===== src/rtl/sw_alu_hex_seq_pkg.sv =====
// Shared constants for the switch ALU / seven-segment display datapath:
// op codes, FSM state codes and the active-low gfedcba digit table.
package sw_hex_pkg;

    localparam logic [1:0] OP_ADD = 2'b00;
    localparam logic [1:0] OP_SUB = 2'b01;
    localparam logic [1:0] OP_MUL = 2'b10;
    localparam logic [1:0] OP_MAX = 2'b11;

    localparam logic [2:0] ST_IDLE   = 3'd0;
    localparam logic [2:0] ST_CAP    = 3'd1;
    localparam logic [2:0] ST_CONV_A = 3'd2;
    localparam logic [2:0] ST_CONV_B = 3'd3;
    localparam logic [2:0] ST_CONV_R = 3'd4;
    localparam logic [2:0] ST_UPD    = 3'd5;

    localparam logic [6:0] SEG_BLANK = 7'h7F;

    localparam logic [6:0] SEG_TAB [10] = '{
        7'h40, 7'h79, 7'h24, 7'h30, 7'h19,
        7'h12, 7'h02, 7'h78, 7'h00, 7'h10
    };

    // Non-decimal nibbles never reach here in normal operation; show them blank.
    function automatic logic [6:0] seg_of(input logic [3:0] d);
        logic [6:0] s;
        s = SEG_BLANK;
        if (d <= 4'd9) s = SEG_TAB[d];
        return s;
    endfunction

endpackage


===== src/rtl/sw_alu_hex_seq_if.sv =====
// Switch/key inputs and display/LED outputs of the hex ALU, bundled for port use.
interface sw_alu_hex_seq_if #(
    parameter int unsigned W  = 7,
    parameter int unsigned ND = 2,
    parameter int unsigned NR = 4
) ();

    logic [W-1:0]    sw_a;
    logic [W-1:0]    sw_b;
    logic [1:0]      op;
    logic            start;
    logic            busy;
    logic            done;
    logic            ovf;
    logic            neg;
    logic [7*ND-1:0] hex_a;
    logic [7*ND-1:0] hex_b;
    logic [7*NR-1:0] hex_r;

    modport master (
        output sw_a, sw_b, op, start,
        input  busy, done, ovf, neg, hex_a, hex_b, hex_r
    );

    modport slave (
        input  sw_a, sw_b, op, start,
        output busy, done, ovf, neg, hex_a, hex_b, hex_r
    );

endinterface


===== src/rtl/bin2bcd_seq.sv =====
// Sequential shift-add-3 binary to BCD converter: RW shift cycles after start,
// then a one-cycle valid pulse with bcd stable until the next start.
module bin2bcd_seq #(
    parameter int unsigned RW = 14,
    parameter int unsigned NR = 4
) (
    input  logic            clk,
    input  logic            rst_n,
    input  logic            start,
    input  logic [RW-1:0]   bin,
    output logic            busy,
    output logic            valid,
    output logic [4*NR-1:0] bcd
);

    localparam int unsigned BW = 4*NR;
    localparam int unsigned CW = $clog2(RW+1);

    logic [RW-1:0] sh_q;
    logic [BW-1:0] bcd_q;
    logic [BW-1:0] adj_c;
    logic [CW-1:0] cnt_q;
    logic          busy_q;
    logic          valid_q;

    // Correct every digit that would overflow past 9 once doubled.
    always_comb begin
        adj_c = bcd_q;
        for (int i = 0; i < int'(NR); i++) begin
            if (bcd_q[4*i +: 4] >= 4'd5) adj_c[4*i +: 4] = bcd_q[4*i +: 4] + 4'd3;
        end
    end

    always_ff @(posedge clk) begin
        if (!rst_n) begin
            sh_q    <= '0;
            bcd_q   <= '0;
            cnt_q   <= '0;
            busy_q  <= 1'b0;
            valid_q <= 1'b0;
        end else begin
            valid_q <= 1'b0;
            if (start) begin
                sh_q   <= bin;
                bcd_q  <= '0;
                cnt_q  <= CW'(RW);
                busy_q <= 1'b1;
            end else if (busy_q) begin
                bcd_q <= {adj_c[BW-2:0], sh_q[RW-1]};
                sh_q  <= {sh_q[RW-2:0], 1'b0};
                cnt_q <= cnt_q - CW'(1);
                if (cnt_q == CW'(1)) begin
                    busy_q  <= 1'b0;
                    valid_q <= 1'b1;
                end
            end
        end
    end

    assign busy  = busy_q;
    assign valid = valid_q;
    assign bcd   = bcd_q;

endmodule


===== src/rtl/sw_alu_hex_seq.sv =====
// Switch ALU with saturated decimal operands and sequential BCD seven-segment output.
// Optional build macro LEADING_ZERO_BLANK_EN blanks leading zero digits in each field.
module sw_alu_hex_seq #(
    parameter int unsigned W  = 7,
    parameter int unsigned ND = 2,
    parameter int unsigned NR = 4,
    parameter int unsigned RW = 14
) (
    input  logic              clk,
    input  logic              rst_n,
    sw_alu_hex_seq_if.slave   io
);

    import sw_hex_pkg::*;

    localparam int unsigned MAXO = 10**ND - 1;
    localparam int unsigned MAXR = 10**NR - 1;
    localparam int unsigned RW1  = RW + 1;
    localparam int unsigned OW   = 4*ND;
    localparam int unsigned BW   = 4*NR;

    logic [2:0]      state_q, state_d;
    logic            eng_start_c;
    logic [RW-1:0]   eng_bin_c;
    logic            eng_busy, eng_valid;
    logic [BW-1:0]   eng_bcd;
    logic            conv_done_c;

    logic [W-1:0]    sat_a_c, sat_b_c;
    logic [RW:0]     opa_c, opb_c, res_c;
    logic            ovf_c, neg_c;
    logic [RW-1:0]   r_c;

    logic [RW-1:0]   b_q, r_q;
    logic            ovf_s_q, neg_s_q;
    logic [OW-1:0]   bcd_a_q, bcd_b_q;
    logic [BW-1:0]   bcd_r_q;

    logic            busy_q, done_q, ovf_q, neg_q;
    logic [7*ND-1:0] hex_a_q, hex_b_q;
    logic [7*NR-1:0] hex_r_q;

    // Operand field encoder; with the macro, zeros above the top nonzero digit go blank.
    function automatic logic [7*ND-1:0] seg_op(input logic [OW-1:0] bcd);
        logic [7*ND-1:0] seg;
        logic            lead;
        seg  = '1;
        lead = 1'b1;
        for (int i = int'(ND) - 1; i >= 0; i--) begin
`ifdef LEADING_ZERO_BLANK_EN
            lead = lead && (bcd[4*i +: 4] == 4'd0) && (i != 0);
`else
            lead = 1'b0;
`endif
            seg[7*i +: 7] = lead ? SEG_BLANK : seg_of(bcd[4*i +: 4]);
        end
        return seg;
    endfunction

    function automatic logic [7*NR-1:0] seg_res(input logic [BW-1:0] bcd);
        logic [7*NR-1:0] seg;
        logic            lead;
        seg  = '1;
        lead = 1'b1;
        for (int i = int'(NR) - 1; i >= 0; i--) begin
`ifdef LEADING_ZERO_BLANK_EN
            lead = lead && (bcd[4*i +: 4] == 4'd0) && (i != 0);
`else
            lead = 1'b0;
`endif
            seg[7*i +: 7] = lead ? SEG_BLANK : seg_of(bcd[4*i +: 4]);
        end
        return seg;
    endfunction

    assign sat_a_c = (32'(io.sw_a) > MAXO) ? W'(MAXO) : io.sw_a;
    assign sat_b_c = (32'(io.sw_b) > MAXO) ? W'(MAXO) : io.sw_b;

    // ALU on saturated operands, evaluated during the capture cycle.
    always_comb begin
        opa_c = RW1'(sat_a_c);
        opb_c = RW1'(sat_b_c);
        res_c = '0;
        neg_c = 1'b0;
        case (io.op)
            OP_ADD:  res_c = opa_c + opb_c;
            OP_SUB: begin
                neg_c = (opa_c < opb_c);
                res_c = neg_c ? (opb_c - opa_c) : (opa_c - opb_c);
            end
            OP_MUL:  res_c = opa_c * opb_c;
            default: res_c = (opa_c > opb_c) ? opa_c : opb_c;
        endcase
        ovf_c = (res_c > RW1'(MAXR));
        r_c   = ovf_c ? RW'(MAXR) : res_c[RW-1:0];
    end

    assign conv_done_c = eng_valid && !eng_busy;

    bin2bcd_seq #(.RW(RW), .NR(NR)) u_bcd (
        .clk   (clk),
        .rst_n (rst_n),
        .start (eng_start_c),
        .bin   (eng_bin_c),
        .busy  (eng_busy),
        .valid (eng_valid),
        .bcd   (eng_bcd)
    );

    always_ff @(posedge clk) begin
        if (!rst_n) state_q <= ST_IDLE;
        else        state_q <= state_d;
    end

    // Next state; each store edge also launches the next conversion on the shared engine.
    always_comb begin
        state_d     = state_q;
        eng_start_c = 1'b0;
        eng_bin_c   = '0;
        case (state_q)
            ST_IDLE: if (io.start) state_d = ST_CAP;
            ST_CAP: begin
                state_d     = ST_CONV_A;
                eng_start_c = 1'b1;
                eng_bin_c   = RW'(sat_a_c);
            end
            ST_CONV_A: if (conv_done_c) begin
                state_d     = ST_CONV_B;
                eng_start_c = 1'b1;
                eng_bin_c   = b_q;
            end
            ST_CONV_B: if (conv_done_c) begin
                state_d     = ST_CONV_R;
                eng_start_c = 1'b1;
                eng_bin_c   = r_q;
            end
            ST_CONV_R: if (conv_done_c) state_d = ST_UPD;
            ST_UPD:    state_d = ST_IDLE;
            default:   state_d = ST_IDLE;
        endcase
    end

    always_ff @(posedge clk) begin
        if (!rst_n) begin
            b_q     <= '0;
            r_q     <= '0;
            ovf_s_q <= 1'b0;
            neg_s_q <= 1'b0;
            bcd_a_q <= '0;
            bcd_b_q <= '0;
            bcd_r_q <= '0;
            busy_q  <= 1'b0;
            done_q  <= 1'b0;
            ovf_q   <= 1'b0;
            neg_q   <= 1'b0;
            hex_a_q <= '1;
            hex_b_q <= '1;
            hex_r_q <= '1;
        end else begin
            done_q <= (state_q == ST_UPD);
            if (state_q == ST_IDLE && io.start) busy_q <= 1'b1;
            else if (state_q == ST_UPD)         busy_q <= 1'b0;
            if (state_q == ST_CAP) begin
                b_q     <= RW'(sat_b_c);
                r_q     <= r_c;
                ovf_s_q <= ovf_c;
                neg_s_q <= neg_c;
            end
            if (conv_done_c) begin
                case (state_q)
                    ST_CONV_A: bcd_a_q <= eng_bcd[OW-1:0];
                    ST_CONV_B: bcd_b_q <= eng_bcd[OW-1:0];
                    ST_CONV_R: bcd_r_q <= eng_bcd;
                    default:   ;
                endcase
            end
            if (state_q == ST_UPD) begin
                hex_a_q <= seg_op(bcd_a_q);
                hex_b_q <= seg_op(bcd_b_q);
                hex_r_q <= seg_res(bcd_r_q);
                ovf_q   <= ovf_s_q;
                neg_q   <= neg_s_q;
            end
        end
    end

    assign io.busy  = busy_q;
    assign io.done  = done_q;
    assign io.ovf   = ovf_q;
    assign io.neg   = neg_q;
    assign io.hex_a = hex_a_q;
    assign io.hex_b = hex_b_q;
    assign io.hex_r = hex_r_q;

endmodule

===== src/flat_wrapper.sv =====
// flat-port wrapper written by rule: the top's interface ports become plain ports
module sw_alu_hex_seq_flat import sw_hex_pkg::*;
#(
    parameter int unsigned W  = 7,
    parameter int unsigned ND = 2,
    parameter int unsigned NR = 4,
    parameter int unsigned RW = 14
)
  (clk, rst_n, io_sw_a, io_sw_b, io_op, io_start, io_busy, io_done, io_ovf, io_neg, io_hex_a, io_hex_b, io_hex_r);
  sw_alu_hex_seq_if #(.W(W), .ND(ND), .NR(NR)) io_i ();
  input  logic clk;
  input  logic rst_n;
  input wire logic [$bits(io_i.sw_a)-1:0] io_sw_a;
  input wire logic [$bits(io_i.sw_b)-1:0] io_sw_b;
  input wire logic [$bits(io_i.op)-1:0] io_op;
  input wire logic [$bits(io_i.start)-1:0] io_start;
  output wire logic [$bits(io_i.busy)-1:0] io_busy;
  output wire logic [$bits(io_i.done)-1:0] io_done;
  output wire logic [$bits(io_i.ovf)-1:0] io_ovf;
  output wire logic [$bits(io_i.neg)-1:0] io_neg;
  output wire logic [$bits(io_i.hex_a)-1:0] io_hex_a;
  output wire logic [$bits(io_i.hex_b)-1:0] io_hex_b;
  output wire logic [$bits(io_i.hex_r)-1:0] io_hex_r;
  assign io_i.sw_a = io_sw_a;
  assign io_i.sw_b = io_sw_b;
  assign io_i.op = io_op;
  assign io_i.start = io_start;
  assign io_busy = io_i.busy;
  assign io_done = io_i.done;
  assign io_ovf = io_i.ovf;
  assign io_neg = io_i.neg;
  assign io_hex_a = io_i.hex_a;
  assign io_hex_b = io_i.hex_b;
  assign io_hex_r = io_i.hex_r;
  sw_alu_hex_seq #(.W(W), .ND(ND), .NR(NR), .RW(RW)) u_core (.clk(clk), .rst_n(rst_n), .io(io_i));
endmodule

===== config.mk =====
export PLATFORM = sky130hd
export DESIGN_NAME = sw_alu_hex_seq_flat
export DESIGN_NICKNAME = d
export VERILOG_FILES = /design/src/rtl/sw_alu_hex_seq_pkg.sv /design/src/rtl/sw_alu_hex_seq_if.sv /design/src/rtl/bin2bcd_seq.sv /design/src/rtl/sw_alu_hex_seq.sv /design/src/flat_wrapper.sv
export SDC_FILE = /design/constraint.sdc
export NUM_CORES = 1
export LEC_CHECK = 0
export ABC_AREA = 1
export CAP_MARGIN = 0
export CORE_MARGIN = 8
export CORE_UTILIZATION = 54
export DETAILED_ROUTE_END_ITERATION = 6
export PLACE_DENSITY = 0.77
export SLEW_MARGIN = 0
export SYNTH_ARGS = -nofsm -noshare
export SYNTH_HDL_FRONTEND = slang
export SYNTH_SLANG_ARGS = --single-unit

===== constraint.sdc =====
create_clock -name clk -period 6.4 [get_ports clk]
set_clock_uncertainty 0.15 [all_clocks]
set_input_delay 1.6 -clock clk [delete_from_list [all_inputs] [get_ports clk]]
set_output_delay 1.6 -clock clk [all_outputs]
set_load 0.01 [all_outputs]

==> metrics.cfg <==
[status]
status = finished, final reports clean

[die]
core-area_um2 = 19200
fp-row-count = 51
die_area_um2 = 24100
die_x_um = 155
start_util_pct = 54.4
dieHeight_um = 155
io_pins = 79

[setup_path]
startpoint_type = primary input
r2r-start = u_core.u_bcd.busy
endpoint = u_core.r_q[4]
worstPathMaxFanout = 5
path_class = primary input to flip-flop
critPathCaptureType = flip-flop
critPathRequiredTime_ps = 6550
critical_path.startpoint = io_sw_b[4]
reg2reg_depth = 10
r2r_end = u_core.u_bcd.bcd[9]
cpMaxStageDelayCell = fa_1
arrival_ps = 6370
reg2reg_slack_ps = 3040
crit_path_max_incr_delay_ps = 550

[logic_synthesis]
synth_area_leaders = dfxtp_1 30%, ha_1 12%, nand2_1 11%, inv_1 7.1%, o21ai_0 5.9%
synth_nets = 1612
synth_top_area_share_pct = 29.5
synth-seq-area-share_pct = 29.5
avgSynthCellArea_um2 = 7.14
netlist_instances = 1463
synthDistinctLibCells = 47
yosys.area.top_type = dfxtp_1
synth_area_um2 = 10400
synth-seq-cells = 154
synth_warnings = 0

[global_route]
grt_max_degree = 106
first_global_vias = 9484
grt-ovfl-total = 0
track_usage_pct = 23.1
grt_pass1_wl_mm = 46.1
antenna_found_initial = 0

[final_layout]
final_common_cell = nand2_1
drive_gt1_share_pct = 14.8
final_cell_mix = 289 x nand2_1, 187 x inv_1, 154 x dfxtp_1, 120 x o21ai_0, 113 x a21oi_1
nets = 1747
area_delta_synth_final_pct = 24.6
antenna_cells = 0

[detailed_routing]
wl_mm = 28.6
wire_per_inst_um = 15.3
dr.pass1.iters = 5
first_iter_violations = 746
ant_nets = 0
vias = 10200
vias_per_cell = 5.42
drc = 0

[power]
power.density_nw_per_um2 = 284
leakage_nw = 5.96
ir_drop_mv = 0.214

[cts]
clock_latency_ps = 430
clock-sinks = 154
cts_tree = built
cts_buffers = 17
clk_pin_slew_ps = 70
root_buffer = clkbuf_16
htree_levels = 4
cts.path.max_buffers = 2
postCtsHoldBufs = 0

[run]
maxCapViolations = 0

[placed_design]
pre_cts_ws_ps = -715
gp_congestion = 0.932
hpwl_mm = 20.5
portBuffers = 78

[timing]
setup_viol = 0
finalHoldViolations = 0
fin_crit_ps = 6220
worstMarginPinSlew_ps = 984
fin_crit_sh_pct = 97.2
whs_ps = 318
fin_ws_ps = 178
drv_slew = 0
slew_headroom_pct = 34.4
fmax_mhz = 161

[hold_path]
hold_path_startpoint = u_core.io.hex_r[19]
hold_path.class = flip-flop to flip-flop

## sequential cells by signal (all words and copies together), names as in the netlist, 3 cells and up
register / flops
u_core.u_bcd.cnt_q: 4
u_core.io.hex_a: 14
u_core.r_q: 14
u_core.state_q: 3
u_core.bcd_a_q: 8
u_core.bcd_b_q: 8
u_core.io.hex_r: 28
u_core.bcd_r_q: 16
u_core.u_bcd.bcd: 16
u_core.b_q: 7
u_core.u_bcd.sh_q: 14
u_core.io.hex_b: 14
## per-layer routing
| layer | vias up | wire length, um | share of wire (%) | GRT usage (%) |
|---|---|---|---|---|
| met5 | - | 0 | 0 | 0 |
| met2 | 302 | 13500 | 47 | 38.7 |
| met3 | 48 | 1670 | 5.8 | 4.24 |
| li1 | 5091 | - | - | - |
| met4 | 0 | 650 | 2.3 | 7.37 |
| met1 | 4720 | 12800 | 45 | 29.4 |
## repair_timing
action | in CTS | in global routing
cloned | 0 | 1
setup endpoints to repair | 14 | 14
pin swaps | 7 | 43
gates resized for setup | 14 | 91
setup buffers | 3 | 9
## Yosys cell counts, drive strengths merged
cell and instances:
a21boi 2, a21oi 126, a221oi 3, a22oi 3
a311o 1, a31oi 17, and2 2, buf 13
clkbuf 38, clkinv 5, dfxtp 154, fa 27
ha 103, inv 203, nand2 317, nand3 87
nand3b 3, nand4 12, nor2 106, nor3 12
nor4 1, o211ai 4, o21a 27, o21ai 125
o21bai 11, o221ai 8, o22ai 28, o311ai 5
o31ai 1, or2 8, xnor2 2, xor2 9
## how the worst min path moves through the flow
stage | endpoint | slack, ps | cells past startpoint
final | u_core.io.hex_r[19] | 320 | 2
after global routing | u_core.io.hex_b[11] | 340 | 2
after CTS | u_core.io.hex_r[19] | 320 | 2
after detailed placement | u_core.io.hex_r[19] | 310 | 2
after global placement | u_core.io.hex_r[10] | 300 | 2
after floorplan | u_core.u_bcd.sh_q[13] | 300 | 2
## critical path: cells and delay by family
family                     cells  cell delay, ps
and+or+nand+nor               17            1710
buffers and inverters          7             880
AOI/OAI and AO/OA              2             140
adders and majority gates      5            2050
## through the flow
step	total power, mW	cell area [um^2]	setup TNS, ps	util (%)	cells
finish	3.69	13000	0	67.8	1876
global route	3.93	13000	-595	67.8	1876
CTS	3.53	12600	0	65.5	1866
detailed placement	2.48	11900	-10020	62.1	1831
global placement	2.45	11900	-8810	62.1	1831
floorplan	2.06	10400	0	-	1463
## power by group
| group | internal [mW] | switching (mW) |
|---|---|---|
| sequential | 1.11 | 0.113 |
| clock | 0.560 | 0.458 |
| combinational | 0.610 | 0.847 |
| total | 2.28 | 1.42 |
## final cells by class
class,count,area [um^2]
clock buffer,17,425
clock inverter,15,169
sequential,154,3080
timing repair buffer,167,1520
tap,265,332
inverter,208,790
multi-input combinational,1050,6700
fill,1570,6190
## logic make-up after synthesis
kind of cell / count (synthesis) / share of synthesized area, %
and+or+nand+nor: 548 / 22.4
DFF: 154 / 29.5
AOI/OAI and AO/OA: 361 / 20.1
adders and majority gates: 130 / 17.5
xor gates and xnor gates: 11 / 0.922
buffers and inverters: 259 / 9.64
Note: power is estimated with default switching activity, not from simulation.
